**src/rtl/da_sequencer.sv**
```systemverilog
// Sweeps the 3-bit decode-stage select through all eight codes, holding each
// for DWELL cycles, in up, down, ping-pong or single-shot order.
module da_sequencer #(
  parameter int DWELL = 100,
  localparam int CW = $clog2(DWELL + 1)
) (
  input  logic       clk,
  input  logic       rst,
  input  logic       start,
  input  logic       stop,
  input  logic [1:0] mode,
  output logic [2:0] da,
  output logic       da_valid,
  output logic       busy,
  output logic       wrap,
  output logic       done
);

  typedef enum logic {
    IDLE = 1'b0,
    RUN  = 1'b1
  } state_t;

  localparam logic [1:0] M_UP   = 2'b00;
  localparam logic [1:0] M_DOWN = 2'b01;
  localparam logic [1:0] M_PING = 2'b10;
  localparam logic [1:0] M_ONCE = 2'b11;

  localparam logic [CW-1:0] CNT_LAST = CW'(DWELL - 1);

  state_t     state, state_n;
  logic [1:0] mode_q, mode_n;
  logic       dir, dir_n;
  logic [CW-1:0] cnt, cnt_n;
  logic [2:0] da_n;
  logic       valid_n, busy_n, wrap_n, done_n;

  always_ff @(posedge clk or posedge rst) begin
    if (rst) begin
      state    <= IDLE;
      mode_q   <= 2'b00;
      dir      <= 1'b0;
      cnt      <= '0;
      da       <= 3'd0;
      da_valid <= 1'b0;
      busy     <= 1'b0;
      wrap     <= 1'b0;
      done     <= 1'b0;
    end else begin
      state    <= state_n;
      mode_q   <= mode_n;
      dir      <= dir_n;
      cnt      <= cnt_n;
      da       <= da_n;
      da_valid <= valid_n;
      busy     <= busy_n;
      wrap     <= wrap_n;
      done     <= done_n;
    end
  end

  always_comb begin
    state_n = state;
    mode_n  = mode_q;
    dir_n   = dir;
    cnt_n   = cnt;
    da_n    = da;
    valid_n = da_valid;
    busy_n  = busy;
    wrap_n  = 1'b0;
    done_n  = 1'b0;
    unique case (state)
      IDLE: begin
        // stop beats start when both arrive together
        if (start && !stop) begin
          state_n = RUN;
          mode_n  = mode;
          dir_n   = (mode == M_DOWN);
          cnt_n   = '0;
          da_n    = (mode == M_DOWN) ? 3'd7 : 3'd0;
          valid_n = 1'b1;
          busy_n  = 1'b1;
        end
      end
      RUN: begin
        if (stop) begin
          state_n = IDLE;
          cnt_n   = '0;
          valid_n = 1'b0;
          busy_n  = 1'b0;
          done_n  = 1'b1;
        end else if (cnt == CNT_LAST) begin
          cnt_n = '0;
          unique case (mode_q)
            M_UP: begin
              da_n   = da + 3'd1;
              wrap_n = (da == 3'd7);
            end
            M_DOWN: begin
              da_n   = da - 3'd1;
              wrap_n = (da == 3'd0);
            end
            M_PING: begin
              // turn around one step early so endpoints are not repeated
              if (!dir) begin
                da_n = da + 3'd1;
                if (da == 3'd6) dir_n = 1'b1;
              end else begin
                da_n = da - 3'd1;
                if (da == 3'd1) begin
                  dir_n  = 1'b0;
                  wrap_n = 1'b1;
                end
              end
            end
            M_ONCE: begin
              if (da == 3'd7) begin
                state_n = IDLE;
                valid_n = 1'b0;
                busy_n  = 1'b0;
                wrap_n  = 1'b1;
                done_n  = 1'b1;
              end else begin
                da_n = da + 3'd1;
              end
            end
          endcase
        end else begin
          cnt_n = cnt + CW'(1);
        end
      end
    endcase
  end

endmodule

```
**config.mk**
```make
export PLATFORM = sky130hd
export DESIGN_NAME = da_sequencer
export DESIGN_NICKNAME = d
export VERILOG_FILES = /design/src/rtl/da_sequencer.sv
export SDC_FILE = /design/constraint.sdc
export NUM_CORES = 1
export LEC_CHECK = 0
export ABC_AREA = 0
export BUFFER_PORTS_ARGS = -buffer_cell sky130_fd_sc_hd__clkbuf_2
export CAP_MARGIN = 20
export CORE_ASPECT_RATIO = 1.4
export CORE_MARGIN = 10
export CORE_UTILIZATION = 55
export CTS_CLUSTER_SIZE = 20
export DETAILED_ROUTE_END_ITERATION = 10
export PLACE_DENSITY = 0.8
export SYNTH_ARGS = -nofsm -noshare
export SYNTH_HDL_FRONTEND = slang
export SYNTH_SLANG_ARGS = --single-unit
```
**constraint.sdc**
```tcl
create_clock -name clk -period 1.87 [get_ports clk]
set_clock_uncertainty 0.2 [all_clocks]
set_input_delay 0.187 -clock clk [delete_from_list [all_inputs] [get_ports clk]]
set_output_delay 0.187 -clock clk [all_outputs]
set_load 0.01 [all_outputs]
```
# [Word-level counts from Yosys, hierarchy flattened]
# Index checks and enable logic that the tools add are counted.
[word_totals] register_bits=17 inputBits=6 out_inout_bits=7 wordCells=79
[op_classes] n_addsub=3 n_eq_ne=16 muxes=43 bitwise_logic=1 reduce_logical=8
[ops] cell="$mux 1" n=27
[ops] cell="$mux 7" n=3
[ops] cell="$mux 3" n=6
[ops] cell="$pmux 7 s2" n=1
[ops] cell="$pmux 3 s4" n=1
[ops] cell="$reduce_and 4->1" n=3
[ops] cell="$ne 3x2->1 const B" n=3
[ops] cell="$add 7x1->7 const B" n=1
[ops] cell="$eq 7x7->1 const B" n=1
[ops] cell="$eq 3x3->1 const B" n=2
[ops] cell="$pmux 1 s2" n=3
[ops] cell="$pmux 3 s2" n=1
[ops] cell="$eq 2x1->1 const B" n=2
[ops] cell="$eq 2x2->1 const B" n=2
[ops] cell="$ne 2x1->1 const B" n=2
[ops] cell="$ne 2x2->1 const B" n=2
[ops] cell="$pmux 1 s4" n=1
[ops] cell="$add 3x1->3 const B" n=1
[ops] cell="$eq 3x1->1 const B" n=1
[ops] cell="$logic_not 3->1" n=1
[ops] cell="$ne 3x3->1 const B" n=1
[ops] cell="$sub 3x1->3 const B" n=1
[ops] cell="$logic_not 2->1" n=1
[ops] cell="$reduce_and 2->1" n=1
[ops] cell="other kinds (3)" n=3

# [Depth between registers and ports, before layout]
[logic_depth] ltp_word=7 depth_mapped=6 ltp_nobuf=6

# [Worst setup path before layout]
# OpenSTA, ideal clock, no wires.
[synth_path] kind="flip-flop to flip-flop" start="reg da[0]" end="reg da[1]" setup_ns=0.065 arrival_ns=1.469 required_time_ns=1.605 path_slack_ns=0.136 path_stages_with_launch=6 n_path_buf=0 period_less_slack_ns=1.734 path_cell_list="dfrtp_1 inv_1 ha_1 or3_1 a21boi_0 o22a_1"
[synth_between] elab_chain_cells=6 elab_cells_between_ends=11 classes_between="add/sub (2); eq/ne (2); mux (6); reduce/logical (1)"
[synth_lines] item="from (decl)" line_no="12" rtl="output logic [2:0] da,"
[synth_lines] item="from (signal assigned)" line_no="54" rtl="da <= da_n;"
[synth_lines] item="$add 3x1->3 or $sub 3x1->3 (tied branches)"
[synth_lines] item="$mux 3 (on tied branches)" line_no="117, 105"
[synth_lines] item="$pmux 3 s4" line_no="94" rtl="unique case (mode_q)"
[synth_lines] item="$mux 3" line_no="92" rtl="end else if (cnt == CNT_LAST) begin"
[synth_lines] item="$mux 3" line_no="86" rtl="if (stop) begin"
[synth_lines] item="$pmux 3 s2" line_no="72" rtl="unique case (state)"
# Parallel ways exist; a longest one is shown, timed or not. The select of a mux whose other input is x is not followed.
# A chain may end at the register's enable or synchronous reset.

# [Worst setup path after layout]
[layout_path] start="in stop" end="reg cnt[6]"
[layout_between] elab_chain_cells=3 elab_cells_between_ends=5 classes_between="eq/ne (1); mux (2); reduce/logical (2)"
[layout_lines] item="from (decl)" line_no="10" rtl="input logic stop,"
[layout_lines] item="$logic_not 1->1" line_no="75" rtl="if (start && !stop) begin"
[layout_lines] item="$logic_and 1x1->1" line_no="75"
[layout_lines] item="$ne 2x2->1 (no source line)"
[layout_lines] item="to (signal assigned)" line_no="53" rtl="cnt <= cnt_n;"
[layout_lines] item="to (decl)" line_no="34" rtl="logic [CW-1:0] cnt, cnt_n;"
# Parallel ways exist; a longest one is shown, timed or not.

==> results summary <==
Synthesis handed over a netlist of 101 instances. The number of buffers inserted to repair setup after CTS came out at 0. The critical path is of the in2reg type. The H-tree level count is 1. The die outline area is about 4000 sq um.

The share of the clock period used by the worst path after layout is 0.947. The max-slew violation total from the final report was 0. STA classifies the critical path startpoint as an input pin. For this configuration, the core starts out at a cell density of 0.584. The internal power contribution is 827 uW. Of the post-synthesis cell area, the dominant cell type holds 0.410. The clock root buffer is sky130_fd_sc_hd__clkbuf_4. 13 I/O pins were placed.

The post-layout utilization of the core is 0.677. The count of routing violations after the opening detailed-route iteration is 34. The routability-driven placement congestion ratio came out at 0.839. The power density normalized to cell area is 1170 nW/um^2. The count of input and output buffers is 12. The number of vias in the routed layout is 816.

At the pin with the least slew margin, the transition time is 658 ps. For this run, the total global-route usage over all layers was measured as 0.117. The endpoint of the most critical setup path is cnt[6]. The clock share of power came out at 0.146. The floorplan step set the die height to 71.4 microns. The cell leakage power came out at 0.000570 uW.

The portion of total power attributed to combinational logic is 0.433. The run finished with clean final reports. The repair_antennas step left the layout with diodes totalling 0.

The maximum achievable frequency came out at around 0.56 GHz. The sum of net half-perimeters after detailed placement came out at 1.68 mm. The clock latency reported for the late side of the worst-skew pair is 300 ps.

The switching share of power is 0.410. The total number of cells along the worst setup path is 6. The average detailed-routed wire length per instance came out at 16.3 microns. The number of maximum-capacitance constraint violations came out at 0.

The delay of the slowest cell on the worst path is ~550 ps. The clock sink count came out at 17. Measured along the x axis, the die boundary spans 56.7 microns. TritonCTS built the clock tree.

The share of cells above drive strength 1 is 0.256. The number of cells on the worst reg-to-reg path is 5. Yosys attributes the largest share of cell area to sky130_fd_sc_hd__dfrtp_1 41%, sky130_fd_sc_hd__ha_1 12%, sky130_fd_sc_hd__xor2_1 4.2%.

The share of the Yosys chip area taken by registers is 0.410. Counting the buffers created by CTS gives 3. By count the netlist is led by 17 x sky130_fd_sc_hd__dfrtp_1, 10 x sky130_fd_sc_hd__ha_1, 8 x sky130_fd_sc_hd__o21ai_0. The net switching power figure came out at 575 uW.

For this run, the leading register cell type out of synthesis is sky130_fd_sc_hd__dfrtp_1. Across the VDD grid, the largest voltage drop is 0.814 mV. The startpoint identified for the worst register-to-register timing path is da[1]. The placement row count is 18. The number of warning messages in the yosys log is 0.

The relative contribution of sequential cells to total power came out at 0.421. The critical path launch point is stop. The count of different cell masters after synthesis came out at 38. The number of iterations in the first detailed-routing pass came out at 6. The number of flops mapped to enable cells by yosys is 0. The worst-case setup slack after placement is 43.6 ps. The first global-routing pass estimated 3.88 mm of wire. No sink is reached through more buffers than the 2 on the longest clock path.

Among all cell types in the netlist, the one instantiated most often is sky130_fd_sc_hd__dfrtp_1. The number of design rule violations left after detail routing came out at 0. The total area inside the core boundary comes to 1780 sq um. The end of the worst register-to-register path is da[1]. From synthesis to final layout, the design area changed by 15.9%. The tightest min-delay check is of the in2reg type.

The number of register bits inferred by synthesis is 17. The count of nets after finishing came out at 138. The async set-reset flop share out of synthesis is 1.00. The maximum fanout along the worst path is 6.

The worst-case headroom to the max-slew limit came out at 0.561. The post-route setup TNS came out at 0 ps. Traced cell by cell, the critical path runs through dlygate4sd3_1 > clkbuf_2 > nor2b_4 > o2111ai_2 > or3_1 > a21oi_2. Setup slack closes at roughly 99 ps. The final wirelength is 2.30 mm.

After clock tree synthesis, the clock-pin slew on the worst setup and hold paths is 100 ps. The setup slack of the worst register-to-register path is 110 ps. The data required time at the worst endpoint is 1900 ps. Of all cell types, the one taking the most synthesized area is sky130_fd_sc_hd__dfrtp_1. The shortest period the worst path allows came out at 1770 ps. After synthesis, the mean cell area works out to 10.3 sq um. The final-report setup violation count is 0. Counting every net in the synthesized netlist gives 117.

The number of antenna violations at the first check in global routing is 0. Leaving out filler cells and counting taps, the final layout contains between 100 and 150. The synthesized netlist occupies a cell area of 1040 sq um.

The kind of capture point of the worst setup path is a register. The largest individual stage delay along the critical path comes from the cell sky130_fd_sc_hd__dlygate4sd3_1. The cell family contributing the most delay on the critical path is buffers and inverters. The largest net degree at the start of global routing is 18. The number of antenna-violating nets in the routed design is 0. The sum of buffers and inverters on the critical path came out at 2. Setup repair after global routing left no endpoint under its margin. The number of placed instances with taps included came out at 133. The source of the worst hold timing path is start. The final global-route overflow total came out at 0. The number of failing hold endpoints at the final stage came out at 0.

Dividing the detail-routed via count by the number of cells gives 5.79. STA puts the critical path data arrival time at 1800 ps. The via count of the first global-routing pass came out at 847.
[repair_timing]
action	4_1_cts	5_1_grt
setup endpoints to repair	0	2
gates resized for setup	0	5
hold endpoints to repair	20	0
hold buffers	4	0
[per-stage QoR]
step / total power (uW) / area, sq um / hold slack, ps
CTS: 1380 / 1190 / 99.7
global placement: 1150 / 1130 / 88.2
floorplan: 991 / 1040 / -86.9
global route: 1510 / 1200 / 121
detailed placement: 1170 / 1130 / 95.5
finish: 1400 / 1200 / 101
[layout make-up]
cell class                 instances  area [sq um]
tap                               20          25.0
timing repair buffer              18           115
fill                             144           576
inverter                           7          26.3
multi-input combinational         75           582
clock buffer                       3          22.5
clock inverter                     1          5.00
sequential                        17           428
[kinds of logic (layout without fill, tap and decap cells)]
logic type	count (synthesis)	in the layout	synth area share
xor gates and xnor gates	5	5	0.0422
and+or+nand+nor	29	29	0.163
muxes	4	4	0.0410
AOI/OAI and AO/OA	27	27	0.187
adders and majority gates	10	10	0.120
DFF	17	17	0.410
buffers and inverters	9	29	0.0374
[power by group through the flow]
stage	clock network (uW)	logic (uW)	registers (uW)
after floorplan	0	414	577
after global placement	0	575	576
after detailed placement	0	587	585
after CTS	199	599	579
after global routing	224	681	607
final	205	607	591
[layer usage]
layer  GRT usage  routed length [microns]  vias up  share of wire
met5           0                        0        -              0
met3      0.0212                       45        4          0.020
li1            -                        -      403              -
met2       0.220                     1220       14           0.53
met1       0.122                     1010      395           0.44
met4      0.0483                       28        0          0.012
[registers in the layout, indices dropped and copies added, names as in the netlist]
register  cells
da            3
mode_q        2
busy          1
dir           1
state         1
done          1
wrap          1
cnt           7
[worst min-delay path by stage]
| stage | endpoint | slack, ps | cells after the start |
|---|---|---|---|
| after detailed placement | da[2] | 100 | 2 |
| after global placement | wrap | 90 | 2 |
| after CTS | dir | 100 | 4 |
| after global routing | dir | 120 | 4 |
| final | dir | 100 | 4 |
| after floorplan | busy | -90 | 1 |
[cells in the final DEF (no fill, tap or decap), types with 2 or more instances in the layout]
cell type / netlist / routed
sky130_fd_sc_hd__mux2_2: 2 / 2
sky130_fd_sc_hd__nand2b_1: 2 / 2
sky130_fd_sc_hd__nor2b_1: 2 / 2
sky130_fd_sc_hd__buf_4: 1 / 2
sky130_fd_sc_hd__clkbuf_4: 0 / 3
sky130_fd_sc_hd__nand2_1: 6 / 6
sky130_fd_sc_hd__inv_1: 7 / 6
sky130_fd_sc_hd__mux2i_1: 2 / 2
sky130_fd_sc_hd__xor2_1: 5 / 5
sky130_fd_sc_hd__ha_1: 10 / 9
sky130_fd_sc_hd__o21ai_0: 8 / 8
sky130_fd_sc_hd__dfrtp_1: 17 / 15
sky130_fd_sc_hd__or3_1: 2 / 2
sky130_fd_sc_hd__o22a_1: 4 / 4
sky130_fd_sc_hd__a21oi_1: 4 / 4
sky130_fd_sc_hd__nor2_1: 6 / 6
sky130_fd_sc_hd__dlygate4sd3_1: 0 / 4
sky130_fd_sc_hd__dfrtp_2: 0 / 2
sky130_fd_sc_hd__clkbuf_2: 0 / 12
[worst reg2reg max path, stage by stage (launching register included)]
cell                       delay, ps
sky130_fd_sc_hd__dfrtp_2         450
sky130_fd_sc_hd__inv_1           120
sky130_fd_sc_hd__ha_1            250
sky130_fd_sc_hd__or3_1           360
sky130_fd_sc_hd__a21boi_0        170
sky130_fd_sc_hd__o22a_1          160
Note: power is estimated with default switching activity, not from simulation.
